===== src/rtl/vgg_pkg.sv =====
// rtl/vgg_pkg.sv - shared width defaults and FSM state encoding for the conv datapath
package vgg_pkg;

   localparam int SUM_W = 29;
   localparam int ACC_W = 40;
   localparam int CH_W  = 10;
   localparam int OUT_W = 8;

   typedef enum logic {
      ACCUM = 1'b0,
      HOLD  = 1'b1
   } state_t;

   // Half-LSB rounding constant for an arithmetic right shift by sh.
   function automatic logic [63:0] round_val(input logic [4:0] sh);
      round_val = (sh == 5'd0) ? 64'd0 : (64'd1 << (sh - 5'd1));
   endfunction

endpackage


===== src/rtl/requant.sv =====
// rtl/requant.sv - round, arithmetic shift and saturate an accumulator to OUT_W (ReLU under PSUM_RELU_EN)
module requant #(
   parameter int ACC_W = vgg_pkg::ACC_W,
   parameter int OUT_W = vgg_pkg::OUT_W
) (
   input  logic signed [ACC_W-1:0] acc,
   input  logic [4:0]              shift,
   output logic signed [OUT_W-1:0] data,
   output logic                    sat
);
   import vgg_pkg::*;

   localparam logic signed [ACC_W:0] MAX_V = (ACC_W+1)'((2 ** (OUT_W - 1)) - 1);
   localparam logic signed [ACC_W:0] MIN_V = ~MAX_V;

   logic signed [ACC_W:0] rnd;
   logic signed [ACC_W:0] sum;
   logic signed [ACC_W:0] shd;

   // One guard bit so adding the round constant can never overflow.
   always_comb begin
      rnd  = (ACC_W+1)'(round_val(shift));
      sum  = (ACC_W+1)'(acc) + rnd;
      shd  = sum >>> shift;
      data = shd[OUT_W-1:0];
      sat  = 1'b0;
`ifdef PSUM_RELU_EN
      if (shd < 0) begin
         data = '0;
      end else if (shd > MAX_V) begin
         data = MAX_V[OUT_W-1:0];
         sat  = 1'b1;
      end
`else
      if (shd > MAX_V) begin
         data = MAX_V[OUT_W-1:0];
         sat  = 1'b1;
      end else if (shd < MIN_V) begin
         data = MIN_V[OUT_W-1:0];
         sat  = 1'b1;
      end
`endif
   end

endmodule


===== src/rtl/psum_accum.sv =====
// rtl/psum_accum.sv - per-pixel channel accumulator with bias and requantization (PSUM_RELU_EN selects ReLU)
module psum_accum #(
   parameter int SUM_W = vgg_pkg::SUM_W,
   parameter int ACC_W = vgg_pkg::ACC_W,
   parameter int CH_W  = vgg_pkg::CH_W,
   parameter int OUT_W = vgg_pkg::OUT_W
) (
   input  logic                    clk,
   input  logic                    rst,
   input  logic [CH_W-1:0]         cfg_ch_num,
   input  logic signed [15:0]      cfg_bias,
   input  logic [4:0]              cfg_shift,
   input  logic                    in_valid,
   output logic                    in_ready,
   input  logic signed [SUM_W-1:0] in_sum,
   output logic                    out_valid,
   input  logic                    out_ready,
   output logic signed [OUT_W-1:0] out_data,
   output logic                    out_sat
);
   import vgg_pkg::*;

   state_t                  state, state_nxt;
   logic [CH_W-1:0]         cnt;
   logic [CH_W-1:0]         ch_lat;
   logic [CH_W-1:0]         n_eff;
   logic [4:0]              shift_lat;
   logic [4:0]              shift_eff;
   logic signed [ACC_W-1:0] acc;
   logic signed [ACC_W-1:0] acc_nxt;
   logic                    fire;
   logic                    last;
   logic signed [OUT_W-1:0] q_data;
   logic                    q_sat;

   assign fire = in_valid && in_ready;

   // First beat of a pixel uses live config; later beats use the latched copy.
   always_comb begin
      n_eff     = ch_lat;
      shift_eff = shift_lat;
      acc_nxt   = acc + ACC_W'(in_sum);
      if (cnt == '0) begin
         n_eff     = (cfg_ch_num == '0) ? CH_W'(1) : cfg_ch_num;
         shift_eff = cfg_shift;
         acc_nxt   = ACC_W'(cfg_bias) + ACC_W'(in_sum);
      end
      last = (cnt == n_eff - CH_W'(1));
   end

   requant #(.ACC_W(ACC_W), .OUT_W(OUT_W)) u_requant (
      .acc   (acc_nxt),
      .shift (shift_eff),
      .data  (q_data),
      .sat   (q_sat)
   );

   always_ff @(posedge clk) begin
      if (rst) begin
         state <= ACCUM;
      end else begin
         state <= state_nxt;
      end
   end

   always_comb begin
      state_nxt = state;
      case (state)
         ACCUM:   if (fire && last) state_nxt = HOLD;
         HOLD:    if (out_ready)    state_nxt = ACCUM;
         default: state_nxt = ACCUM;
      endcase
   end

   always_comb begin
      in_ready  = (state == ACCUM);
      out_valid = (state == HOLD);
   end

   always_ff @(posedge clk) begin
      if (rst) begin
         cnt       <= '0;
         acc       <= '0;
         ch_lat    <= CH_W'(1);
         shift_lat <= '0;
         out_data  <= '0;
         out_sat   <= 1'b0;
      end else if (fire) begin
         acc <= acc_nxt;
         if (cnt == '0) begin
            ch_lat    <= n_eff;
            shift_lat <= shift_eff;
         end
         if (last) begin
            cnt      <= '0;
            out_data <= q_data;
            out_sat  <= q_sat;
         end else begin
            cnt <= cnt + CH_W'(1);
         end
      end
   end

endmodule


===== config.mk =====
export PLATFORM = sky130hd
export DESIGN_NAME = psum_accum
export DESIGN_NICKNAME = d
export VERILOG_FILES = /design/src/rtl/vgg_pkg.sv /design/src/rtl/requant.sv /design/src/rtl/psum_accum.sv
export SDC_FILE = /design/constraint.sdc
export NUM_CORES = 1
export LEC_CHECK = 0
export BUFFER_PORTS_ARGS = -buffer_cell sky130_fd_sc_hd__buf_2
export CAP_MARGIN = 20
export CORE_MARGIN = 2
export CORE_UTILIZATION = 54
export DETAILED_ROUTE_END_ITERATION = 6
export PLACE_DENSITY = 0.82
export SYNTH_ARGS = -nofsm -noshare
export SYNTH_HDL_FRONTEND = slang
export SYNTH_SLANG_ARGS = --single-unit

===== constraint.sdc =====
create_clock -name clk -period 21.9 [get_ports clk]
set_clock_uncertainty 0.15 [all_clocks]
set_input_delay 2.19 -clock clk [delete_from_list [all_inputs] [get_ports clk]]
set_output_delay 2.19 -clock clk [all_outputs]
set_load 0.1 [all_outputs]

==> impl_summary.md <==
Critical path
The worst register-to-register path has a setup slack of 12.61 ns. Together, buffers and inverters on the worst path number 1. The delay of the slowest cell on the worst path is 0.56 ns. The slowest stage cell on the critical path is or4_4.

The most prevalent standard cell on the critical path is a21oi_1. The critical path launch point type is an input pin. For the worst setup path, the data arrival time is 11.32 ns. In this design, the largest share of critical-path delay is due to compound AO/OA/AOI/OAI gates. In this run the critical register-to-register path is captured at out_data[1].

Counting buffers and inverters, the worst setup path is 37 cells deep. The largest fanout of any net on the critical path is 8. The worst register-to-register path begins at cnt[0]. The depth of the worst register-to-register path is 27. The worst endpoint required time is 22.05 ns. The worst setup path is captured at a flip-flop.

The type of the worst setup path is input pin to flip-flop. In this run the worst setup path begins at cfg_bias[0].

Placed design
The congestion estimate from routability-driven global placement came to 1.01. The total half-perimeter wirelength after legalization and detailed placement is 33.9 mm. At the placement stage, the worst setup path has a slack of 10.51 ns. The number of buffers added on ports is 74.

STA
The final worst setup slack is 10.73 ns. The relative max-transition margin is 24.5%. The hold violation total from the final report was 0. The number of failing setup endpoints in the final timing report is 0.

Setup repair after global routing left no endpoint under its margin. The number of pins exceeding their max-slew limit in the final report is 0. Static timing analysis puts the maximum clock frequency at 89.5 MHz.

The slew at the pin closest to its max-slew limit is 1.13 ns. After layout, the minimum clock period comes to 11.17 ns. Setup total negative slack on the finished layout was measured at 0 ns. The final critical path takes up 51.0% of the cycle.

Global route
Across every metal layer, demand over resource in global routing totals 35.3%. Summed over all layers, the global routing overflow is 0. The global-route met1 utilization is 43.7%. The first global-routing pass estimated 70.3 mm of wire. The number of global-route vias before repair is 13700.

The global routing met2 resource utilization is 58.5%. The number of antenna violations at the first check in global routing is 0. The fraction of met3 tracks used by global routing is 5.67%. Entering global routing, the biggest net connects 58 pins. The most heavily used metal layer in global routing is met2.

Run status
The flow ran to the end, and the final reports show no timing, DRC or antenna violations.

Drt
The detailed-routing iteration count for the pre-antenna-repair pass is 6. The routed wire length per instance is 20.1 um. For this run, design rule violations remaining after detail routing come to 0.

The count of vias placed by the detailed router is 14800. The count of nets left with antenna violations after detail routing is 0. The number of DRC violations after detailed-routing iteration 0 is 1714.

After detailed routing, the total wire length is 44.4 mm. The number of vias per cell after detailed routing is 6.71.

Yosys
The post-synthesis cell area is 12800 um^2. The number of library cell types mapped by synthesis is 100. The area share of and/or/nand/nor cells after synthesis is 27.2%. The count of flip-flops with a built-in enable after synthesis is 0. After synthesis, the share of flip-flops with an asynchronous set or reset is 0%. Summing the areas of all xor and xnor instances in the mapped netlist gives 7.02% of the synthesized area. For this run, the leading register cell type out of synthesis is dfxtp_1.

The combinational family with the most area after synthesis is compound AO/OA/AOI/OAI gates. The post-synthesis compound-gate area fraction is 34.8%. The mux share of post-synthesis cell area is 4.34%. The net count of the mapped netlist is 2057.

After synthesis, flip-flops and latches occupy 11.7% of the total area. After synthesis, the mean cell area works out to 6.80 um^2. The number of synthesized register bits is 75.

The warning count from the yosys run is 0. The adder-cell share of the synthesized area is 10.5%. The instance count of the mapped netlist is 1887.

CTS
The clock passes through at most 2 buffers. In this run, post-CTS repair resized a total of 0 instances. The number of hold buffers added after cts is 0.

The latest clock arrival within the worst-skew pair is 0.37 ns. In this run, CTS created clock tree buffers numbering 9. TritonCTS built the clock tree. The buffer type at the clock tree root is clkbuf_16. In this run the post-CTS setup repair buffer count came out at 0. The clock sink count is 75. The deepest level of the CTS H-tree is 3. After clock tree synthesis, the clock-pin slew on the worst setup and hold paths is 0.07 ns.

Floorplanning
The total die area is 25000 um^2. In this run the core area contains 56 standard-cell rows. The overall die height is 158 um. The area of the core region is 23400 um^2. The effective utilization at floorplan is 54.8%. The die is 158 um wide. The I/O pin count is 75.

Pwr
Of the total power, the share spent switching nets is 52.6%. Per report_power, the sequential group accounts for 14.4% of the total. The combinational group share of total power is 69.2%. The clock network power share is 16.4%. Cell internal power was estimated by the tool at 0.000518 W. The power density over cell area is 79.7 nW/um^2. The maximum resistive drop on vdd is 0.0440 mV. The static power due to leakage is 5.68 nW.

The switching power total is 0.000573 W.

Min path
The beginning of the worst hold path is acc[8]. The worst hold path terminates at acc[8]. The min-delay analysis places its worst path in the category flip-flop to flip-flop.

The cell depth of the worst min-delay path is 2.

Cells and area
The sequential cells in the finished layout cover a total of 1500 um^2. The post-layout net count is 2057. The multi-input combinational cells in the finished layout cover a total of 10800 um^2.

The number of fill cells is 2290. The share of final-layout standard cells stronger than drive strength 1 is 9.46%. The repair_antennas step left the layout with diodes totalling 0. The area growth from synthesis to layout is 6.74%.

Run
The tool flagged a number of max-cap violations equal to 0.
logic make-up after synthesis:
family	after synthesis
AND/OR/NAND/NOR	755
buffers and inverters	138
multiplexers	54
other	1
flip-flops	75
AO/OA/AOI/OAI	656
adder cells (fa/ha/maj)	106
XOR/XNOR	102
synth_stat cells (34+ instances only):
| library cell | n | area share, % |
|---|---|---|
| a211oi_1 | 47 | 2.8 |
| a21o_1 | 43 | 2.5 |
| a21oi_1 | 183 | 7.1 |
| clkbuf_1 | 66 | 1.9 |
| dfxtp_1 | 75 | 12 |
| ha_1 | 103 | 10 |
| inv_1 | 35 | 1.0 |
| mux2i_1 | 41 | 3.2 |
| nand2_1 | 258 | 7.6 |
| nand3_1 | 38 | 1.5 |
| nand4_1 | 36 | 1.8 |
| nor2_1 | 230 | 6.7 |
| nor3_1 | 50 | 2.0 |
| o21ai_0 | 102 | 4.0 |
| xnor2_1 | 67 | 4.6 |
| xor2_1 | 34 | 2.3 |
through the flow:
| step | std cells | hold slack (ns) | area [um^2] | total power, W | utilization, % |
|---|---|---|---|---|---|
| finish | 2211 | 0.311 | 13700 | 0.00109 | 58.5 |
| global route | 2211 | 0.325 | 13700 | 0.00116 | 58.5 |
| CTS | 2211 | 0.313 | 13700 | 0.00107 | 58.5 |
| detailed placement | 2195 | 0.304 | 13400 | 0.000888 | 57.1 |
| global placement | 2195 | 0.291 | 13400 | 0.000882 | 57.1 |
| floorplan | 1887 | 0.286 | 12800 | 0.000710 | - |
sequential cells by signal, summed over array words and instances, names as in the netlist:
| name | flops |
|---|---|
| out_sat | 1 |
| out_valid | 1 |
| ch_lat | 10 |
| out_data | 8 |
| shift_lat | 5 |
| acc | 40 |
| cnt | 10 |
cells in the final DEF (no fill, tap or decap), types with 9 or more instances in the layout:
cell type,Yosys,layout
and3_1,21,20
or2_2,16,16
nand2_1,258,258
o31ai_1,18,18
o21ai_0,102,102
or3_1,14,14
nor4_1,19,19
mux2_2,12,12
mux2i_1,41,37
a211oi_1,47,47
clkbuf_16,0,9
nand4_1,36,36
xnor2_1,67,67
nand3_1,38,37
nor3_1,50,50
o211ai_1,32,32
o21a_1,22,22
nor2_1,230,230
and2_1,16,16
ha_1,103,103
buf_4,1,18
o21bai_1,18,18
a21o_1,43,43
inv_1,35,35
a31oi_1,32,32
a21oi_1,183,182
o21ai_1,17,17
nand2b_1,14,14
dfxtp_1,75,75
xor2_1,34,34
buf_2,20,74
power by group through the flow:
stage          Clock [W]  Combinational (W)  Sequential [W]
2_1_floorplan          0           0.000552        0.000158
3_3_place_gp           0           0.000722        0.000160
3_5_place_dp           0           0.000727        0.000161
4_1_cts         0.000178           0.000732        0.000157
5_1_grt         0.000182           0.000819        0.000159
6_report        0.000178           0.000755        0.000157
final cells by class:
| class | count | area share (%) |
|---|---|---|
| multi-input combinational | 1674 | 79.0 |
| sequential | 75 | 11.0 |
| timing repair buffer | 92 | 3.69 |
| tap | 319 | 2.92 |
| clock buffer | 9 | 1.65 |
| inverter | 35 | 0.960 |
| clock inverter | 7 | 0.777 |
layer usage:
layer	wire length (um)	share of wire, %
met1	18500	42
met2	20000	45
met3	3510	7.9
met4	2350	5.3
met5	0	0
worst max-delay path by stage:
stage | endpoint | slack (ns)
3_5_place_dp | out_data[1] | 10.51
2_1_floorplan | out_data[1] | 11.77
5_1_grt | out_data[3] | 9.85
4_1_cts | out_data[1] | 10.85
3_3_place_gp | out_data[1] | 10.80
6_report | out_data[1] | 10.73
tightest hold or removal path, delay by kind of cell, from the launching register on:
family             cells  cell delay (ns)
and+or+nand+nor        1             0.05
AOI/OAI and AO/OA      1             0.05
DFF                    1             0.31
(Power assumes the default switching activity.)
